[src/rtl/control_pkg.sv]
// control_pkg: opcodes, FSM state encoding and datapath select codes shared by the
// single-cycle decoder, the multi-cycle sequencer and the ALU control.
package control_pkg;

    localparam logic [5:0] OP_RTYPE = 6'b000000;
    localparam logic [5:0] OP_LW    = 6'b100011;
    localparam logic [5:0] OP_SW    = 6'b101011;
    localparam logic [5:0] OP_BEQ   = 6'b000100;
    localparam logic [5:0] OP_J     = 6'b000010;

    typedef enum logic [3:0] {
        S_FETCH     = 4'd0,
        S_DECODE    = 4'd1,
        S_MEM_ADDR  = 4'd2,
        S_MEM_READ  = 4'd3,
        S_MEM_WB    = 4'd4,
        S_MEM_WRITE = 4'd5,
        S_R_EXEC    = 4'd6,
        S_R_WB      = 4'd7,
        S_BRANCH    = 4'd8,
        S_JUMP      = 4'd9
    } state_t;

    localparam logic [1:0] SRCB_B      = 2'b00;
    localparam logic [1:0] SRCB_FOUR   = 2'b01;
    localparam logic [1:0] SRCB_IMM    = 2'b10;
    localparam logic [1:0] SRCB_IMM_SH = 2'b11;

    localparam logic [1:0] ALU_ADD   = 2'b00;
    localparam logic [1:0] ALU_SUB   = 2'b01;
    localparam logic [1:0] ALU_FUNCT = 2'b10;

    localparam logic [1:0] PC_ALU    = 2'b00;
    localparam logic [1:0] PC_ALUOUT = 2'b01;
    localparam logic [1:0] PC_JUMP   = 2'b10;

    function automatic logic opcode_legal(input logic [5:0] op);
        return op inside {OP_RTYPE, OP_LW, OP_SW, OP_BEQ, OP_J};
    endfunction

    // States that hold mem_req high and wait on mem_ready.
    function automatic logic is_wait_state(input state_t s);
        return s inside {S_FETCH, S_MEM_READ, S_MEM_WRITE};
    endfunction

endpackage

[src/rtl/multicycle_control_if.sv]
// multicycle_control_if: control-to-datapath bundle; master is the sequencer, slave the datapath.
interface multicycle_control_if;

    logic [5:0] opcode;
    logic       zero;
    logic       mem_ready;
    logic       mem_req;
    logic       mem_we;
    logic       iord;
    logic       ir_write;
    logic       pc_write;
    logic       reg_write;
    logic       reg_dst;
    logic       mem_to_reg;
    logic       alu_src_a;
    logic [1:0] alu_src_b;
    logic [1:0] alu_op;
    logic [1:0] pc_source;
    logic [3:0] state;
    logic       illegal_op;
    logic       bus_error;

    modport master (
        input  opcode, zero, mem_ready,
        output mem_req, mem_we, iord, ir_write, pc_write, reg_write, reg_dst, mem_to_reg,
               alu_src_a, alu_src_b, alu_op, pc_source, state, illegal_op, bus_error
    );

    modport slave (
        output opcode, zero, mem_ready,
        input  mem_req, mem_we, iord, ir_write, pc_write, reg_write, reg_dst, mem_to_reg,
               alu_src_a, alu_src_b, alu_op, pc_source, state, illegal_op, bus_error
    );

endinterface

[src/rtl/mem_wait_timer.sv]
// mem_wait_timer: counts consecutive memory wait cycles; expired flags the last allowed one.
module mem_wait_timer #(
    parameter int TIMEOUT = 16
) (
    input  logic clk,
    input  logic reset,
    input  logic clear,
    input  logic count_en,
    output logic expired
);

    localparam int W = $clog2(TIMEOUT);

    logic [W-1:0] count;

    always_ff @(posedge clk) begin
        if (reset || clear)
            count <= '0;
        else if (count_en)
            count <= count + W'(1);
    end

    assign expired = count_en && (count == W'(TIMEOUT - 1));

endmodule

[src/rtl/multicycle_control.sv]
// multicycle_control: multi-cycle MIPS-subset sequencer (fetch/decode/execute/mem/write-back)
// with a bounded mem_req/mem_ready wait that aborts to FETCH with a bus_error pulse.
module multicycle_control
    import control_pkg::*;
#(
    parameter int TIMEOUT = 16
) (
    input  logic                 clk,
    input  logic                 reset,
    multicycle_control_if.master bus
);

    state_t state_q, state_d;
    logic   waiting, expired;

    assign waiting = is_wait_state(state_q) && !bus.mem_ready;

    // Timer restarts on every state change and after each timeout, so a refetch gets a full budget.
    mem_wait_timer #(.TIMEOUT(TIMEOUT)) u_timer (
        .clk      (clk),
        .reset    (reset),
        .clear    (state_d != state_q || expired),
        .count_en (waiting),
        .expired  (expired)
    );

    always_ff @(posedge clk) begin
        state_q <= reset ? S_FETCH : state_d;
    end

    always_comb begin
        state_d = S_FETCH;
        case (state_q)
            S_FETCH:     state_d = bus.mem_ready ? S_DECODE : S_FETCH;
            S_DECODE:    state_d = (bus.opcode == OP_RTYPE) ? S_R_EXEC :
                                   (bus.opcode == OP_LW || bus.opcode == OP_SW) ? S_MEM_ADDR :
                                   (bus.opcode == OP_BEQ) ? S_BRANCH :
                                   (bus.opcode == OP_J) ? S_JUMP : S_FETCH;
            S_MEM_ADDR:  state_d = (bus.opcode == OP_LW) ? S_MEM_READ : S_MEM_WRITE;
            S_MEM_READ:  state_d = bus.mem_ready ? S_MEM_WB : expired ? S_FETCH : S_MEM_READ;
            S_MEM_WRITE: state_d = (bus.mem_ready || expired) ? S_FETCH : S_MEM_WRITE;
            S_R_EXEC:    state_d = S_R_WB;
            default:     state_d = S_FETCH;
        endcase
    end

    always_comb begin
        bus.mem_req    = 1'b0;
        bus.mem_we     = 1'b0;
        bus.iord       = 1'b0;
        bus.ir_write   = 1'b0;
        bus.pc_write   = 1'b0;
        bus.reg_write  = 1'b0;
        bus.reg_dst    = 1'b0;
        bus.mem_to_reg = 1'b0;
        bus.alu_src_a  = 1'b0;
        bus.alu_src_b  = SRCB_B;
        bus.alu_op     = ALU_ADD;
        bus.pc_source  = PC_ALU;
        bus.illegal_op = 1'b0;
        bus.bus_error  = !reset && expired;
        bus.state      = reset ? 4'd0 : state_q;
        if (!reset) begin
            case (state_q)
                S_FETCH: begin
                    bus.mem_req   = 1'b1;
                    bus.alu_src_b = SRCB_FOUR;
                    bus.ir_write  = bus.mem_ready;
                    bus.pc_write  = bus.mem_ready;
                end
                S_DECODE: begin
                    bus.alu_src_b  = SRCB_IMM_SH;
                    bus.illegal_op = !opcode_legal(bus.opcode);
                end
                S_MEM_ADDR: begin
                    bus.alu_src_a = 1'b1;
                    bus.alu_src_b = SRCB_IMM;
                end
                S_MEM_READ: begin
                    bus.mem_req = 1'b1;
                    bus.iord    = 1'b1;
                end
                S_MEM_WB: begin
                    bus.reg_write  = 1'b1;
                    bus.mem_to_reg = 1'b1;
                end
                S_MEM_WRITE: begin
                    bus.mem_req = 1'b1;
                    bus.iord    = 1'b1;
                    bus.mem_we  = !expired;
                end
                S_R_EXEC: begin
                    bus.alu_src_a = 1'b1;
                    bus.alu_op    = ALU_FUNCT;
                end
                S_R_WB: begin
                    bus.reg_write = 1'b1;
                    bus.reg_dst   = 1'b1;
                end
                S_BRANCH: begin
                    bus.alu_src_a = 1'b1;
                    bus.alu_op    = ALU_SUB;
                    bus.pc_source = PC_ALUOUT;
                    bus.pc_write  = bus.zero;
                end
                S_JUMP: begin
                    bus.pc_source = PC_JUMP;
                    bus.pc_write  = 1'b1;
                end
                default: ;
            endcase
        end
    end

endmodule

[src/flat_wrapper.sv]
// flat-port wrapper written by rule: the top's interface ports become plain ports
module multicycle_control_flat import control_pkg::*;
#(
    parameter int TIMEOUT = 16
)
  (clk, reset, bus_opcode, bus_zero, bus_mem_ready, bus_mem_req, bus_mem_we, bus_iord, bus_ir_write, bus_pc_write, bus_reg_write, bus_reg_dst, bus_mem_to_reg, bus_alu_src_a, bus_alu_src_b, bus_alu_op, bus_pc_source, bus_state, bus_illegal_op, bus_bus_error);
  multicycle_control_if bus_i ();
  input  logic clk;
  input  logic reset;
  input wire logic [$bits(bus_i.opcode)-1:0] bus_opcode;
  input wire logic [$bits(bus_i.zero)-1:0] bus_zero;
  input wire logic [$bits(bus_i.mem_ready)-1:0] bus_mem_ready;
  output wire logic [$bits(bus_i.mem_req)-1:0] bus_mem_req;
  output wire logic [$bits(bus_i.mem_we)-1:0] bus_mem_we;
  output wire logic [$bits(bus_i.iord)-1:0] bus_iord;
  output wire logic [$bits(bus_i.ir_write)-1:0] bus_ir_write;
  output wire logic [$bits(bus_i.pc_write)-1:0] bus_pc_write;
  output wire logic [$bits(bus_i.reg_write)-1:0] bus_reg_write;
  output wire logic [$bits(bus_i.reg_dst)-1:0] bus_reg_dst;
  output wire logic [$bits(bus_i.mem_to_reg)-1:0] bus_mem_to_reg;
  output wire logic [$bits(bus_i.alu_src_a)-1:0] bus_alu_src_a;
  output wire logic [$bits(bus_i.alu_src_b)-1:0] bus_alu_src_b;
  output wire logic [$bits(bus_i.alu_op)-1:0] bus_alu_op;
  output wire logic [$bits(bus_i.pc_source)-1:0] bus_pc_source;
  output wire logic [$bits(bus_i.state)-1:0] bus_state;
  output wire logic [$bits(bus_i.illegal_op)-1:0] bus_illegal_op;
  output wire logic [$bits(bus_i.bus_error)-1:0] bus_bus_error;
  assign bus_i.opcode = bus_opcode;
  assign bus_i.zero = bus_zero;
  assign bus_i.mem_ready = bus_mem_ready;
  assign bus_mem_req = bus_i.mem_req;
  assign bus_mem_we = bus_i.mem_we;
  assign bus_iord = bus_i.iord;
  assign bus_ir_write = bus_i.ir_write;
  assign bus_pc_write = bus_i.pc_write;
  assign bus_reg_write = bus_i.reg_write;
  assign bus_reg_dst = bus_i.reg_dst;
  assign bus_mem_to_reg = bus_i.mem_to_reg;
  assign bus_alu_src_a = bus_i.alu_src_a;
  assign bus_alu_src_b = bus_i.alu_src_b;
  assign bus_alu_op = bus_i.alu_op;
  assign bus_pc_source = bus_i.pc_source;
  assign bus_state = bus_i.state;
  assign bus_illegal_op = bus_i.illegal_op;
  assign bus_bus_error = bus_i.bus_error;
  multicycle_control #(.TIMEOUT(TIMEOUT)) u_core (.clk(clk), .reset(reset), .bus(bus_i));
endmodule
[config.mk]
export PLATFORM = sky130hd
export DESIGN_NAME = multicycle_control_flat
export DESIGN_NICKNAME = d
export VERILOG_FILES = /design/src/rtl/control_pkg.sv /design/src/rtl/multicycle_control_if.sv /design/src/rtl/mem_wait_timer.sv /design/src/rtl/multicycle_control.sv /design/src/flat_wrapper.sv
export SDC_FILE = /design/constraint.sdc
export NUM_CORES = 1
export LEC_CHECK = 0
export ABC_CLOCK_PERIOD_IN_PS = 2950
export CELL_PAD_IN_SITES_DETAIL_PLACEMENT = 1
export CELL_PAD_IN_SITES_GLOBAL_PLACEMENT = 2
export CORE_MARGIN = 3
export CORE_UTILIZATION = 24
export CTS_CLUSTER_DIAMETER = 120
export DETAILED_ROUTE_END_ITERATION = 12
export PLACE_DENSITY = 0.93
export SETUP_SLACK_MARGIN = 0.4
export SLEW_MARGIN = 20
export SYNTH_ARGS = -nofsm -noshare
export SYNTH_HDL_FRONTEND = slang
export SYNTH_SLANG_ARGS = --single-unit
[constraint.sdc]
create_clock -name clk -period 2.95 [get_ports clk]
set_input_delay 0.59 -clock clk [delete_from_list [all_inputs] [get_ports clk]]
set_output_delay 0.59 -clock clk [all_outputs]
set_load 0.03 [all_outputs]
==> results by group <==
GRT
  – Met3 Resource Use GR: 0.0158
  – GRT Total Usage: 0.140
  – Vias in the first global route: 960
  – Largest net degree at the start of global routing: 15
  – Grt ovf: 0
  – M2 GR Usage: 0.253
  – Initial antenna violation count: 0
  – Met1 Track Usage GR: 0.163
  – First-pass GRT wire length: 4700 µm
  – GR peak layer: met2

Clock network
  – Worst-case clock buffer depth: 2
  – Clock sinks: 8
  – Worst skew pair latency: 270 ps
  – Num CTS Buffers: 3
  – Clk pin slew, worst setup/hold paths: 50 ps
  – CTS tree: yes
  – CTS Root Cell: clkbuf_4
  – Setup bufs post-CTS: 0
  – Htree depth: 1

Yosys
  – FF+latch count, synth: 8
  – Mapped Cells: 110
  – Warnings, synthesis: 0
  – Leading register cell type out of synthesis: dfxtp_1
  – Async S/R FF share, synth: 0
  – Seq/Total Area, Yosys: 0.199
  – Number of library cell types mapped by synthesis: 41
  – Mapped Avg Cell Area: 7.31 µm²
  – Post-synth design cell area: 805 µm²
  – Number of synthesized flops with an enable pin: 0
  – Synth Net Count: 121

Routing
  – Routed WL: 2700 µm
  – Initial DRC Count: 45
  – First-pass iteration count of the detailed router: 3
  – Via count: 945
  – WL/cell: 14.4 µm
  – DRT antenna net count: 0
  – Vias per cell: 5.05
  – DRC viols: 0

Hold path
  – HP Class: reg -> reg
  – Hold Path Stages: 2

Worst setup path
  – Worst Setup Path Type: in -> out
  – CP Capture Type: primary output
  – Max FO, Critical Path: 11
  – Critical path arrival: 1870 ps
  – Worst EP required: 2360 ps
  – Crit path launch type: primary input
  – Worst reg-to-reg path cell count: 7

STA
  – Rel. slew slack: 0.629
  – Minimum clock period: 2460 ps
  – Slew @ Worst Pin: 549 ps
  – Hold Vio Cnt, Final: 0
  – Crit share post-route: 0.833
  – Setup TNS Final: 0 ps
  – Setup-failing EPs final: 0
  – Hold slack: 572 ps
  – Final WS setup: 492 ps
  – Clock Skew: 8.02 ps
  – Fmax: 0.407 GHz
  – RSZ-0062 raised after global routing: no
  – Slew Viols, Final: 0

Floorplan
  – Overall die area: 0.00408 mm²
  – Io pins: 31
  – Starting Density: 0.257
  – Core area: 0.00313 mm²
  – Die height: 63.9 µm
  – # rows: 20
  – Die width: 63.9 µm

Cells and area
  – NumNets Final: 156
  – Footprint of the multi-input gates: 637 µm²
  – Register area: 164 µm²
  – Core Util, Final: 0.384
  – Area growth syn-to-layout: 49.5%
  – Diodes inserted: 0
  – Fillcell total: 394
  – Fin area: 0.00120 mm²
  – Layout cells sized above 1: 0.259

Placed design
  – Setup WS pre-CTS: 72.1 ps
  – IO Port Bufs: 30
  – Placed Area: 0.00116 mm²
  – Placer congestion estimate: 0.821
  – Hpwl dp: 2120 µm

Power
  – Pwr dens: 241 mW/mm²
  – Maximum vdd drop: 66.5 µV
  – Leakage: 0.476 nW

Status
  – Status: finished clean

Job
  – Max-cap violation count: 0
==> where the power goes <==
group	switching, mW	total, mW	internal (mW)
sequential	0.00503	0.116	0.111
clock	0.0413	0.0882	0.0468
combinational	0.0464	0.0851	0.0387
total	0.0928	0.289	0.196
==> placed cells by master, fill, tap and decap left out, types with 3 or more instances in the layout <==
| cell | instances |
|---|---|
| nor2b_1 | 4 |
| dfxtp_2 | 3 |
| nor3_1 | 15 |
| clkdlybuf4s50_1 | 12 |
| mux2i_1 | 3 |
| nor4_1 | 4 |
| buf_4 | 20 |
| xnor2_1 | 3 |
| clkbuf_4 | 3 |
| dlygate4sd2_1 | 4 |
| xor2_1 | 3 |
| dfxtp_1 | 5 |
| o21ai_0 | 5 |
| nand2b_1 | 6 |
| nand2_1 | 8 |
| nor2_1 | 11 |
==> worst paths after layout <==
kind	from	to	slack, ps
min	u_core.u_timer.count[3]$_SDFFE_PP0P_	u_core.u_timer.count[3]$_SDFFE_PP0P_	570
max reg2reg	u_core.state_q[0]$_SDFF_PP0_	u_core.u_timer.count[1]$_SDFFE_PP0P_	770
max	reset	bus_alu_src_b[0]	490
min reg2reg	u_core.u_timer.count[3]$_SDFFE_PP0P_	u_core.u_timer.count[3]$_SDFFE_PP0P_	570
==> timing repair <==
item	in CTS	in global routing
hold buffers	0	0
setup endpoints to repair	16	4
resized for setup	11	2
==> Yosys cell counts, types with 2 or more instances <==
cell type,number,area share
a21oi_1,2,0.012
and3_1,2,0.016
buf_2,2,0.012
clkbuf_1,4,0.019
dfxtp_1,8,0.20
mux2i_1,3,0.037
nand2_1,8,0.037
nand2b_1,6,0.047
nor2_1,11,0.051
nor2b_1,4,0.031
nor3_1,16,0.10
nor4_1,5,0.039
o21a_1,2,0.019
o21ai_0,5,0.031
or3_1,2,0.016
xnor2_1,3,0.033
xor2_1,3,0.033
==> critical path, cell delays in order <==
cell             delay [ps]
clkdlybuf4s15_2         290
nor4_2                  250
clkdlybuf4s50_1         730
==> registers in the layout, indices dropped and copies added (netlist names) <==
name / count
u_core.u_timer.count: 4
u_core.state_q: 4
==> layer usage <==
layer / routed length (µm) / up-vias / part of all wire
met3: 110 / 4 / 0.041
met5: 0 / - / 0
met2: 1360 / 24 / 0.51
met4: 41 / 0 / 0.015
met1: 1180 / 451 / 0.44
li1: - / 466 / -
==> final cells by class <==
| cell class | count | share of cell area |
|---|---|---|
| multi-input combinational | 93 | 0.530 |
| clock buffer | 3 | 0.0187 |
| timing repair buffer | 37 | 0.263 |
| sequential | 8 | 0.136 |
| tap | 44 | 0.0458 |
| inverter | 2 | 0.00624 |
==> cells by family after synthesis <==
kind of cell	Yosys count	synth area share
flip-flops	8	0.199
adder cells (fa/ha/maj)	1	0.0155
XOR/XNOR	6	0.0653
AO/OA/AOI/OAI	17	0.146
AND/OR/NAND/NOR	65	0.470
multiplexers	4	0.0544
buffers and inverters	9	0.0498
==> per-stage QoR <==
stage	total power [mW]	cells
after detailed placement	0.203	184
after global routing	0.307	187
after CTS	0.291	187
final	0.289	187
after global placement	0.200	184
after floorplan	0.164	110
Note: power is estimated with default switching activity, not from simulation.
